[src/rtl/snn_inference_sequencer_if.sv]
// Host/config and layer-facing bus of the SNN inference sequencer.
// Latency: none; this file holds wires only.
// Backpressure: result_valid/result_ready handshake on the result side.
interface snn_inference_sequencer_if #(
  parameter int NUM_LAYERS = 3,
  parameter int N_OUT      = 4,
  parameter int CNT_W      = 8,
  parameter int STEP_W     = 8
);
  localparam int WIN_W = (N_OUT > 1) ? $clog2(N_OUT) : 1;

  logic                     start;
  logic                     abort;
  logic [STEP_W-1:0]        num_steps;
  logic [N_OUT-1:0]         out_spikes;
  logic [NUM_LAYERS-1:0]    layer_enable;
  logic                     net_clear;
  logic                     data_ready;
  logic                     busy;
  logic                     result_valid;
  logic                     result_ready;
  logic [WIN_W-1:0]         winner;
  logic [CNT_W-1:0]         winner_count;
  logic [N_OUT*CNT_W-1:0]   spike_counts;

  // Host / network side: issues commands, supplies spikes, consumes results.
  modport master (
    output start, abort, num_steps, out_spikes, result_ready,
    input  layer_enable, net_clear, data_ready, busy, result_valid,
    input  winner, winner_count, spike_counts
  );

  // Sequencer side.
  modport slave (
    input  start, abort, num_steps, out_spikes, result_ready,
    output layer_enable, net_clear, data_ready, busy, result_valid,
    output winner, winner_count, spike_counts
  );
endinterface

[src/rtl/snn_inference_sequencer.sv]
// Run controller: clears the net, enables a skewed layer chain for S steps, counts output spikes, picks the winner.
// Latency: result_valid rises 2+S+NUM_LAYERS+N_OUT cycles after the accepted start.
// Backpressure: result and counts are held in DONE until result_ready; abort drops everything.
module snn_inference_sequencer #(
  parameter int NUM_LAYERS = 3,
  parameter int N_OUT      = 4,
  parameter int CNT_W      = 8,
  parameter int STEP_W     = 8
) (
  input  logic                        clk,
  input  logic                        reset,
  snn_inference_sequencer_if.slave    bus
);

  localparam int WIN_W = (N_OUT > 1) ? $clog2(N_OUT) : 1;
  localparam int DRN_W = $clog2(NUM_LAYERS + 1);
  localparam logic [CNT_W-1:0] CNT_MAX = '1;

  typedef enum logic [2:0] {
    S_IDLE, S_CLEAR, S_RUN, S_DRAIN, S_SCAN, S_DONE
  } state_t;

  state_t                state_q, state_d;
  logic [STEP_W-1:0]     step_q, step_d;       // RUN cycles still to go
  logic [DRN_W-1:0]      drain_q, drain_d;     // DRAIN cycles elapsed
  logic [WIN_W-1:0]      idx_q, idx_d;         // class under scan
  logic [NUM_LAYERS-1:0] pipe_q, pipe_d;       // registered copy of each layer enable
  logic [CNT_W-1:0]      cnt_q [N_OUT];
  logic [CNT_W-1:0]      cnt_d [N_OUT];
  logic [WIN_W-1:0]      win_q, win_d;
  logic [CNT_W-1:0]      wcnt_q, wcnt_d;

  logic [NUM_LAYERS-1:0] layer_en;
  logic                  accept;
  logic                  sample;

  // Start is only taken in IDLE with a non-zero step count, and abort always beats it.
  assign accept = (state_q == S_IDLE) && bus.start && !bus.abort && (bus.num_steps != '0);
  // Final-layer spikes line up with the enable of the last layer delayed one more cycle.
  assign sample = pipe_q[NUM_LAYERS-1];

  // State register.
  always_ff @(posedge clk or posedge reset) begin
    if (reset) state_q <= S_IDLE;
    else       state_q <= state_d;
  end

  // Next-state decode; DRAIN lasts NUM_LAYERS cycles so the last sample is counted before SCAN.
  always_comb begin
    state_d = state_q;
    if (bus.abort) begin
      state_d = S_IDLE;
    end else begin
      unique case (state_q)
        S_IDLE:  if (accept) state_d = S_CLEAR;
        S_CLEAR: state_d = S_RUN;
        S_RUN:   if (step_q == STEP_W'(1)) state_d = S_DRAIN;
        S_DRAIN: if (drain_q == DRN_W'(NUM_LAYERS - 1)) state_d = S_SCAN;
        S_SCAN:  if (idx_q == WIN_W'(N_OUT - 1)) state_d = S_DONE;
        S_DONE:  if (bus.result_ready) state_d = S_IDLE;
        default: state_d = S_IDLE;
      endcase
    end
  end

  // Outputs decoded from state and the enable skew pipeline.
  always_comb begin
    layer_en    = '0;
    layer_en[0] = (state_q == S_RUN);
    for (int k = 1; k < NUM_LAYERS; k++) layer_en[k] = pipe_q[k-1];
    bus.layer_enable = layer_en;
    bus.net_clear    = (state_q == S_CLEAR);
    bus.data_ready   = sample;
    bus.busy         = (state_q != S_IDLE);
    bus.result_valid = (state_q == S_DONE);
    bus.winner       = win_q;
    bus.winner_count = wcnt_q;
    bus.spike_counts = '0;
    for (int i = 0; i < N_OUT; i++) bus.spike_counts[i*CNT_W +: CNT_W] = cnt_q[i];
  end

  // Datapath next values: step/drain/scan counters, saturating class counters, running max.
  always_comb begin
    step_d  = step_q;
    drain_d = drain_q;
    idx_d   = idx_q;
    win_d   = win_q;
    wcnt_d  = wcnt_q;
    pipe_d  = bus.abort ? '0 : layer_en;
    for (int i = 0; i < N_OUT; i++) cnt_d[i] = cnt_q[i];

    if (bus.abort) begin
      step_d = '0;
      for (int i = 0; i < N_OUT; i++) cnt_d[i] = '0;
    end else begin
      if (accept) begin
        step_d  = bus.num_steps;
        drain_d = '0;
        idx_d   = '0;
        for (int i = 0; i < N_OUT; i++) cnt_d[i] = '0;
      end
      if (state_q == S_RUN)   step_d  = step_q - STEP_W'(1);
      if (state_q == S_DRAIN) drain_d = drain_q + DRN_W'(1);
      if (state_q == S_SCAN) begin
        idx_d = idx_q + WIN_W'(1);
        // Class 0 seeds the max; later classes replace it only when strictly larger.
        if ((idx_q == '0) || (cnt_q[idx_q] > wcnt_q)) begin
          win_d  = idx_q;
          wcnt_d = cnt_q[idx_q];
        end
      end
      if (sample) begin
        for (int i = 0; i < N_OUT; i++) begin
          if (bus.out_spikes[i] && (cnt_q[i] != CNT_MAX)) cnt_d[i] = cnt_q[i] + CNT_W'(1);
        end
      end
    end
  end

  // Datapath registers.
  always_ff @(posedge clk or posedge reset) begin
    if (reset) begin
      step_q  <= '0;
      drain_q <= '0;
      idx_q   <= '0;
      pipe_q  <= '0;
      win_q   <= '0;
      wcnt_q  <= '0;
      for (int i = 0; i < N_OUT; i++) cnt_q[i] <= '0;
    end else begin
      step_q  <= step_d;
      drain_q <= drain_d;
      idx_q   <= idx_d;
      pipe_q  <= pipe_d;
      win_q   <= win_d;
      wcnt_q  <= wcnt_d;
      for (int i = 0; i < N_OUT; i++) cnt_q[i] <= cnt_d[i];
    end
  end

endmodule
[src/flat_wrapper.sv]
// flat-port wrapper written by rule: the top's interface ports become plain ports
module snn_inference_sequencer_flat 
#(
  parameter int NUM_LAYERS = 3,
  parameter int N_OUT      = 4,
  parameter int CNT_W      = 8,
  parameter int STEP_W     = 8
)
  (clk, reset, bus_start, bus_abort, bus_num_steps, bus_out_spikes, bus_result_ready, bus_layer_enable, bus_net_clear, bus_data_ready, bus_busy, bus_result_valid, bus_winner, bus_winner_count, bus_spike_counts);
  snn_inference_sequencer_if #(.NUM_LAYERS(NUM_LAYERS), .N_OUT(N_OUT), .CNT_W(CNT_W), .STEP_W(STEP_W)) bus_i ();
  input  logic clk;
  input  logic reset;
  input wire logic [$bits(bus_i.start)-1:0] bus_start;
  input wire logic [$bits(bus_i.abort)-1:0] bus_abort;
  input wire logic [$bits(bus_i.num_steps)-1:0] bus_num_steps;
  input wire logic [$bits(bus_i.out_spikes)-1:0] bus_out_spikes;
  input wire logic [$bits(bus_i.result_ready)-1:0] bus_result_ready;
  output wire logic [$bits(bus_i.layer_enable)-1:0] bus_layer_enable;
  output wire logic [$bits(bus_i.net_clear)-1:0] bus_net_clear;
  output wire logic [$bits(bus_i.data_ready)-1:0] bus_data_ready;
  output wire logic [$bits(bus_i.busy)-1:0] bus_busy;
  output wire logic [$bits(bus_i.result_valid)-1:0] bus_result_valid;
  output wire logic [$bits(bus_i.winner)-1:0] bus_winner;
  output wire logic [$bits(bus_i.winner_count)-1:0] bus_winner_count;
  output wire logic [$bits(bus_i.spike_counts)-1:0] bus_spike_counts;
  assign bus_i.start = bus_start;
  assign bus_i.abort = bus_abort;
  assign bus_i.num_steps = bus_num_steps;
  assign bus_i.out_spikes = bus_out_spikes;
  assign bus_i.result_ready = bus_result_ready;
  assign bus_layer_enable = bus_i.layer_enable;
  assign bus_net_clear = bus_i.net_clear;
  assign bus_data_ready = bus_i.data_ready;
  assign bus_busy = bus_i.busy;
  assign bus_result_valid = bus_i.result_valid;
  assign bus_winner = bus_i.winner;
  assign bus_winner_count = bus_i.winner_count;
  assign bus_spike_counts = bus_i.spike_counts;
  snn_inference_sequencer #(.NUM_LAYERS(NUM_LAYERS), .N_OUT(N_OUT), .CNT_W(CNT_W), .STEP_W(STEP_W)) u_core (.clk(clk), .reset(reset), .bus(bus_i));
endmodule
[config.mk]
export PLATFORM = sky130hd
export DESIGN_NAME = snn_inference_sequencer_flat
export DESIGN_NICKNAME = d
export VERILOG_FILES = /design/src/rtl/snn_inference_sequencer_if.sv /design/src/rtl/snn_inference_sequencer.sv /design/src/flat_wrapper.sv
export SDC_FILE = /design/constraint.sdc
export NUM_CORES = 1
export LEC_CHECK = 0
export BUFFER_PORTS_ARGS = -buffer_cell sky130_fd_sc_hd__clkbuf_2
export CORE_ASPECT_RATIO = 1.2
export CORE_MARGIN = 3
export CORE_UTILIZATION = 35
export CTS_CLUSTER_SIZE = 28
export DETAILED_ROUTE_END_ITERATION = 8
export GPL_TIMING_DRIVEN = 0
export PLACE_DENSITY = 0.56
export RECOVER_POWER = 25
export SLEW_MARGIN = 0
export SYNTH_ARGS = -nofsm -noshare
export SYNTH_HDL_FRONTEND = slang
export SYNTH_SLANG_ARGS = --single-unit
[constraint.sdc]
create_clock -name clk -period 4.22 [get_ports clk]
set_input_delay 0 -clock clk [delete_from_list [all_inputs] [get_ports clk]]
set_output_delay 0 -clock clk [all_outputs]
set_load 0.05 [all_outputs]
* Word level (Yosys, flattened, before mapping)
Index checks and enable logic that the tools add are counted.
Word-level totals: output and inout port bits 49, register bits 60
Operators by class: multiplexer cells 24, reductions and logical operators 20, equality and inequality tests 17, magnitude comparators 2, $add $sub $neg 7, bitwise logic cells 2
Operators with widths (count):
- $mux W32 | 3
- $mux W8 | 9
- $add A8 B1 Y8 const B | 4
- $ne A8 B8 Y1 const B | 4
- $mux W3 | 7
- $pmux W3 S6 | 1
- $bmux W8 S2 | 1
- $ne A3 B2 Y1 const B | 3
- $eq A8 B1 Y1 const B | 1
- $gt A8 B8 Y1 | 1
- $reduce_bool A8 Y1 | 1
- $sub A8 B1 Y8 const B | 1
- $logic_and A1 B1 Y1 | 7
- $eq A3 B2 Y1 const B | 2
- $eq A3 B3 Y1 const B | 2
- $mux W2 | 3
- $ne A3 B3 Y1 const B | 2
- $reduce_bool A3 Y1 | 2
- $reduce_and A5 Y1 | 1
- $add A2 B1 Y2 const B | 2
- $eq A2 B2 Y1 const B | 2
- $reduce_and A2 Y1 | 2
- $reduce_bool A2 Y1 | 2
- $eq A3 B1 Y1 const B | 1
- 8 further kinds | 8

* Depth between registers and ports, before layout
depth in word-level cells 8, gate-level depth with buffers 9, mapped depth without buffers 7

* Least setup slack after synthesis
Ideal clock, no wire load.
path kind register to register, start point register u_core.cnt_q, in the netlist u_core.bus.spike_counts[19], end point register u_core.win_q[0] (netlist: u_core.bus.winner[0]), path slack 1.513 ns, stages on the path, launching flop included 9, arrival 2.567 ns, cells stage by stage dfrtp_1 -> clkbuf_1 -> mux4_2 -> ha_1 -> a21o_1 -> a211oi_1 -> and3_1 -> buf_1 -> o211ai_1
Between the ends: cells in the longest elaborated chain, start to end 6
Ends and longest elaborated chain:
- start, declared | RTL line snn_inference_sequencer.sv:28 | logic [CNT_W-1:0] cnt_q [N_OUT];
- $bmux W8 S2 | RTL line snn_inference_sequencer.sv:107 | if ((idx_q == '0) || (cnt_q[idx_q] > wcnt_q)) begin
- $mux W8 (not written as such) (2 in series) | RTL line snn_inference_sequencer.sv:107
- $gt A8 B8 Y1 | RTL line snn_inference_sequencer.sv:107
- $logic_or A1 B1 Y1 | RTL line snn_inference_sequencer.sv:107
- $reduce_and A3 Y1 (no line)
- end signal, assigned | RTL line snn_inference_sequencer.sv:135 | win_q <= win_d;
- end, declared | RTL line snn_inference_sequencer.sv:30 | logic [WIN_W-1:0] win_q, win_d;
No other way between the ends. The select of a mux whose other input is x is not followed. A chain may end at the register's enable or synchronous reset.

* Final worst setup path
start point register u_core.idx_q[0], end point register u_core.wcnt_q[6] (netlist: u_core.bus.winner_count[6])
Between the ends: cells in the longest elaborated chain, start to end 7
Ends and longest elaborated chain:
- start, declared | RTL line snn_inference_sequencer.sv:26 | logic [WIN_W-1:0] idx_q, idx_d;
- start signal, assigned | RTL line snn_inference_sequencer.sv:133 | idx_q <= idx_d;
- $not A2 Y3 (not written as such) | RTL line snn_inference_sequencer.sv:107, snn_inference_sequencer.sv:109
- $bmux W8 S2 | RTL line snn_inference_sequencer.sv:107, snn_inference_sequencer.sv:109
- $mux W8 (not written as such) (2 in series) | RTL line snn_inference_sequencer.sv:107, snn_inference_sequencer.sv:109
- $gt A8 B8 Y1 | RTL line snn_inference_sequencer.sv:107
- $logic_or A1 B1 Y1 | RTL line snn_inference_sequencer.sv:107
- $reduce_and A3 Y1 (no line)
- end signal, assigned | RTL line snn_inference_sequencer.sv:136 | wcnt_q <= wcnt_d;
- end, declared | RTL line snn_inference_sequencer.sv:31 | logic [CNT_W-1:0] wcnt_q, wcnt_d;
Parallel ways exist; a longest one is shown, timed or not. The select of a mux whose other input is x is not followed.

==> summary.txt <==
Clk slew on worst S/H paths -> 0.05 ns
Post-synth EDFFs -> 0
Required time worst endpoint -> 4.40 ns
Yosys warnings -> 0
Rel. slew slack -> 0.07864
WL/cell -> 17.09 µm
Multi-input logic area -> 2337 µm²
Post-cts sizing count -> 0
Area leader, netlist -> dfrtp_1
Largest net degree at the start of global routing -> 36
Global Route Usage Sum -> 0.1827
Setup TNS -> 0 ns
Starting Density -> 0.3642
Dpl hpwl -> 8.716 mm
Fin crit share -> 0.7336
Full die area -> 13040 µm²
Most frequent cells in the layout -> dfrtp_1, clkbuf_2, nand2_1, nand3_1, a21oi_1
Synth Area in Simple Gates -> 0.2453
Synth Area in Adders -> 0.05194
Filler Cell Count -> 1162
Syn Nets -> 481
Post-synthesis async set-or-reset flop share -> 1.000
Die W -> 104.7 µm
Clock Latency Late Sink -> 0.32 ns
H-tree depth -> 3
Setup violations, final -> 0
Area contributors post-synth -> dfrtp_1, nand3_1, ha_1
CP max FO -> 10
Sequential fraction of the synthesis area -> 0.3666
Drt total wl -> 11.76 mm
# diodes -> 0
Global-route wire length before repair -> 19.31 mm
Share of cells above drive strength 1 -> 0.2210
Status -> complete, no violations
Post-route antenna net violation count -> 0
Cell Area, Synth -> 4095 µm²
Clock sink total -> 60
RSZ-0062 raised after global routing -> false
Cts bufs inserted -> 9
Clock Path Buffers -> 2
Leak Pwr -> 0.002155 µW
Pre-CTS WS -> 1.085 ns
Root Driver -> clkbuf_16
Layout net count -> 564
Initial DRC Count -> 229
Min Clock Period, post-route -> 3.096 ns
Core area -> 11250 µm²
Port Buf Inserts -> 64
Commonest non-fill, non-tap cell in the layout -> dfrtp_1
Synth Area in Compound Gates -> 0.1894
CP Class -> reg -> reg
Critical Path End Type -> flip-flop
Cells after Synth -> 447
DR vias/cell -> 5.523
GRT overflow -> 0
Worst Setup Slack, final -> 1.124 ns
Synth Area per Inst -> 9.161 µm²
Rows -> 42
Mux share of post-synthesis cell area -> 0.06691
Worst VDD drop -> 0.2629 mV
Final Hold Viols -> 0
Xor/xnor share of the synthesized area -> 0.01711
CTS tree -> yes
Power consumption -> 2524 µW
Chip height -> 124.5 µm
Number of synthesized register bits -> 60
Synth cell types -> 70
MaxCap Viol Count -> 0
Worst slew pin tran -> 1.381 ns
Critical Path AT -> 3.28 ns
Power per cell area -> 507.2 nW/µm²
# IOs -> 66
DR DRC count -> 0
Initial antenna violation count -> 0
Max-slew violations -> 0
Hold crit path type -> in -> reg
Vias in the first global route -> 3755
Maximum clock frequency -> 323.0 MHz
First-pass DRT Iterations -> 4
Element type at the critical path start -> flip-flop
Register area -> 1501 µm²
Clk_skew -> 0.007128 ns
Largest family of logic cells by synthesized area -> simple AND/OR/NAND/NOR gates
Routability congestion estimate -> 0.8743
Top cell type's share of synthesized area -> 0.3666
Main synth FF type -> dfrtp_1
Layout area overhead -> 21.51%
DR vias -> 3800
==> cells by family after synthesis <==
logic type / count (synthesis)
simple gates: 182
compound gates: 111
flops: 60
buf+inv: 52
mux: 17
fa+ha+maj: 17
xor+xnor: 8
==> Yosys cell counts (all sizes together), types with 2 or more instances <==
| library cell | count |
|---|---|
| o21ai | 23 |
| or3 | 4 |
| ha | 17 |
| o32ai | 3 |
| or2 | 4 |
| and2 | 6 |
| mux2i | 6 |
| a21oi | 29 |
| or4b | 2 |
| buf | 16 |
| a31oi | 8 |
| and3 | 8 |
| nor2b | 5 |
| or4 | 6 |
| nor2 | 15 |
| dfrtp | 60 |
| a22o | 3 |
| a21o | 4 |
| mux4 | 8 |
| nand4 | 17 |
| nand2 | 45 |
| xor2 | 4 |
| nor4 | 4 |
| inv | 22 |
| xnor2 | 4 |
| nor3 | 7 |
| nand3 | 45 |
| a211oi | 6 |
| o211ai | 18 |
| nand2b | 6 |
| o2bb2ai | 2 |
| a31o | 3 |
| clkbuf | 13 |
| o22ai | 4 |
| mux2 | 3 |
==> sequential cells by signal, summed over array words and instances, names as in the netlist <==
signal,cells
u_core.step_q,8
u_core.bus.winner_count,8
u_core.drain_q,2
u_core.state_q,3
u_core.bus.winner,2
u_core.idx_q,2
u_core.bus.spike_counts,32
u_core.pipe_q,3
==> cell type report <==
| cell class | count | share of cell area |
|---|---|---|
| well taps | 154 | 0.03872 |
| clock inverters | 1 | 0.001006 |
| inverters | 23 | 0.01735 |
| plain buffers | 29 | 0.03420 |
| clock buffers | 14 | 0.05708 |
| multi-input cells | 335 | 0.4697 |
| repair buffers | 72 | 0.08021 |
| flip-flops and latches | 60 | 0.3017 |
==> stage by stage <==
| stage | cells | instance area, µm² | hold slack (ns) | util |
|---|---|---|---|---|
| final | 688 | 4976 | 0.03477 | 0.4425 |
| after global routing | 688 | 4976 | 0.04347 | 0.4425 |
| after CTS | 688 | 4987 | 0.01635 | 0.4435 |
| after detailed placement | 666 | 4628 | 0.1855 | 0.4115 |
| after global placement | 665 | 4608 | 0.2727 | 0.4098 |
| after floorplan | 447 | 4095 | 0.1548 | - |
==> worst paths after layout <==
check	startpoint	end	slack (ns)	cells after the start
worst max-delay path	u_core.idx_q[0]	u_core.bus.winner_count[6]	1.12	8
worst min-delay path	bus_out_spikes[3]	u_core.bus.spike_counts[26]	0.03	3
worst max register to register	u_core.idx_q[0]	u_core.bus.winner_count[6]	1.12	8
worst min register to register	u_core.pipe_q[1]	u_core.pipe_q[2]	0.49	1
max in group asynchronous	reset	u_core.bus.spike_counts[11]	2.79	3
min in group asynchronous	reset	u_core.step_q[7]	0.60	3
==> worst max-delay path: stages, from the launching register on <==
cell	delay (ns)
dfrtp_1	0.44
buf_2	0.32
mux4_2	0.59
ha_1	0.32
and4_1	0.29
a211oi_1	0.26
and3_1	0.19
buf_1	0.38
o211ai_1	0.18
==> layer usage <==
metal  track usage  share of wire  vias up
met1        0.2415           0.46     1864
met4       0.05251          0.013        0
met5             0              0        -
met3       0.03266          0.047       11
met2        0.3056           0.48       90
li1              -              -     1835
==> repair_timing <==
item	CTS	global route
buffers inserted	0	0
endpoints found under the hold margin	41	0
hold buffers	7	0
setup endpoints to repair	0	0
==> power by group <==
group,leakage [µW],internal (µW),switching [µW]
Clock,0.000145,457,248
Combinational,0.00122,366,663
Sequential,0.000786,675,115
No activity file was read; power rests on OpenSTA's default activity.
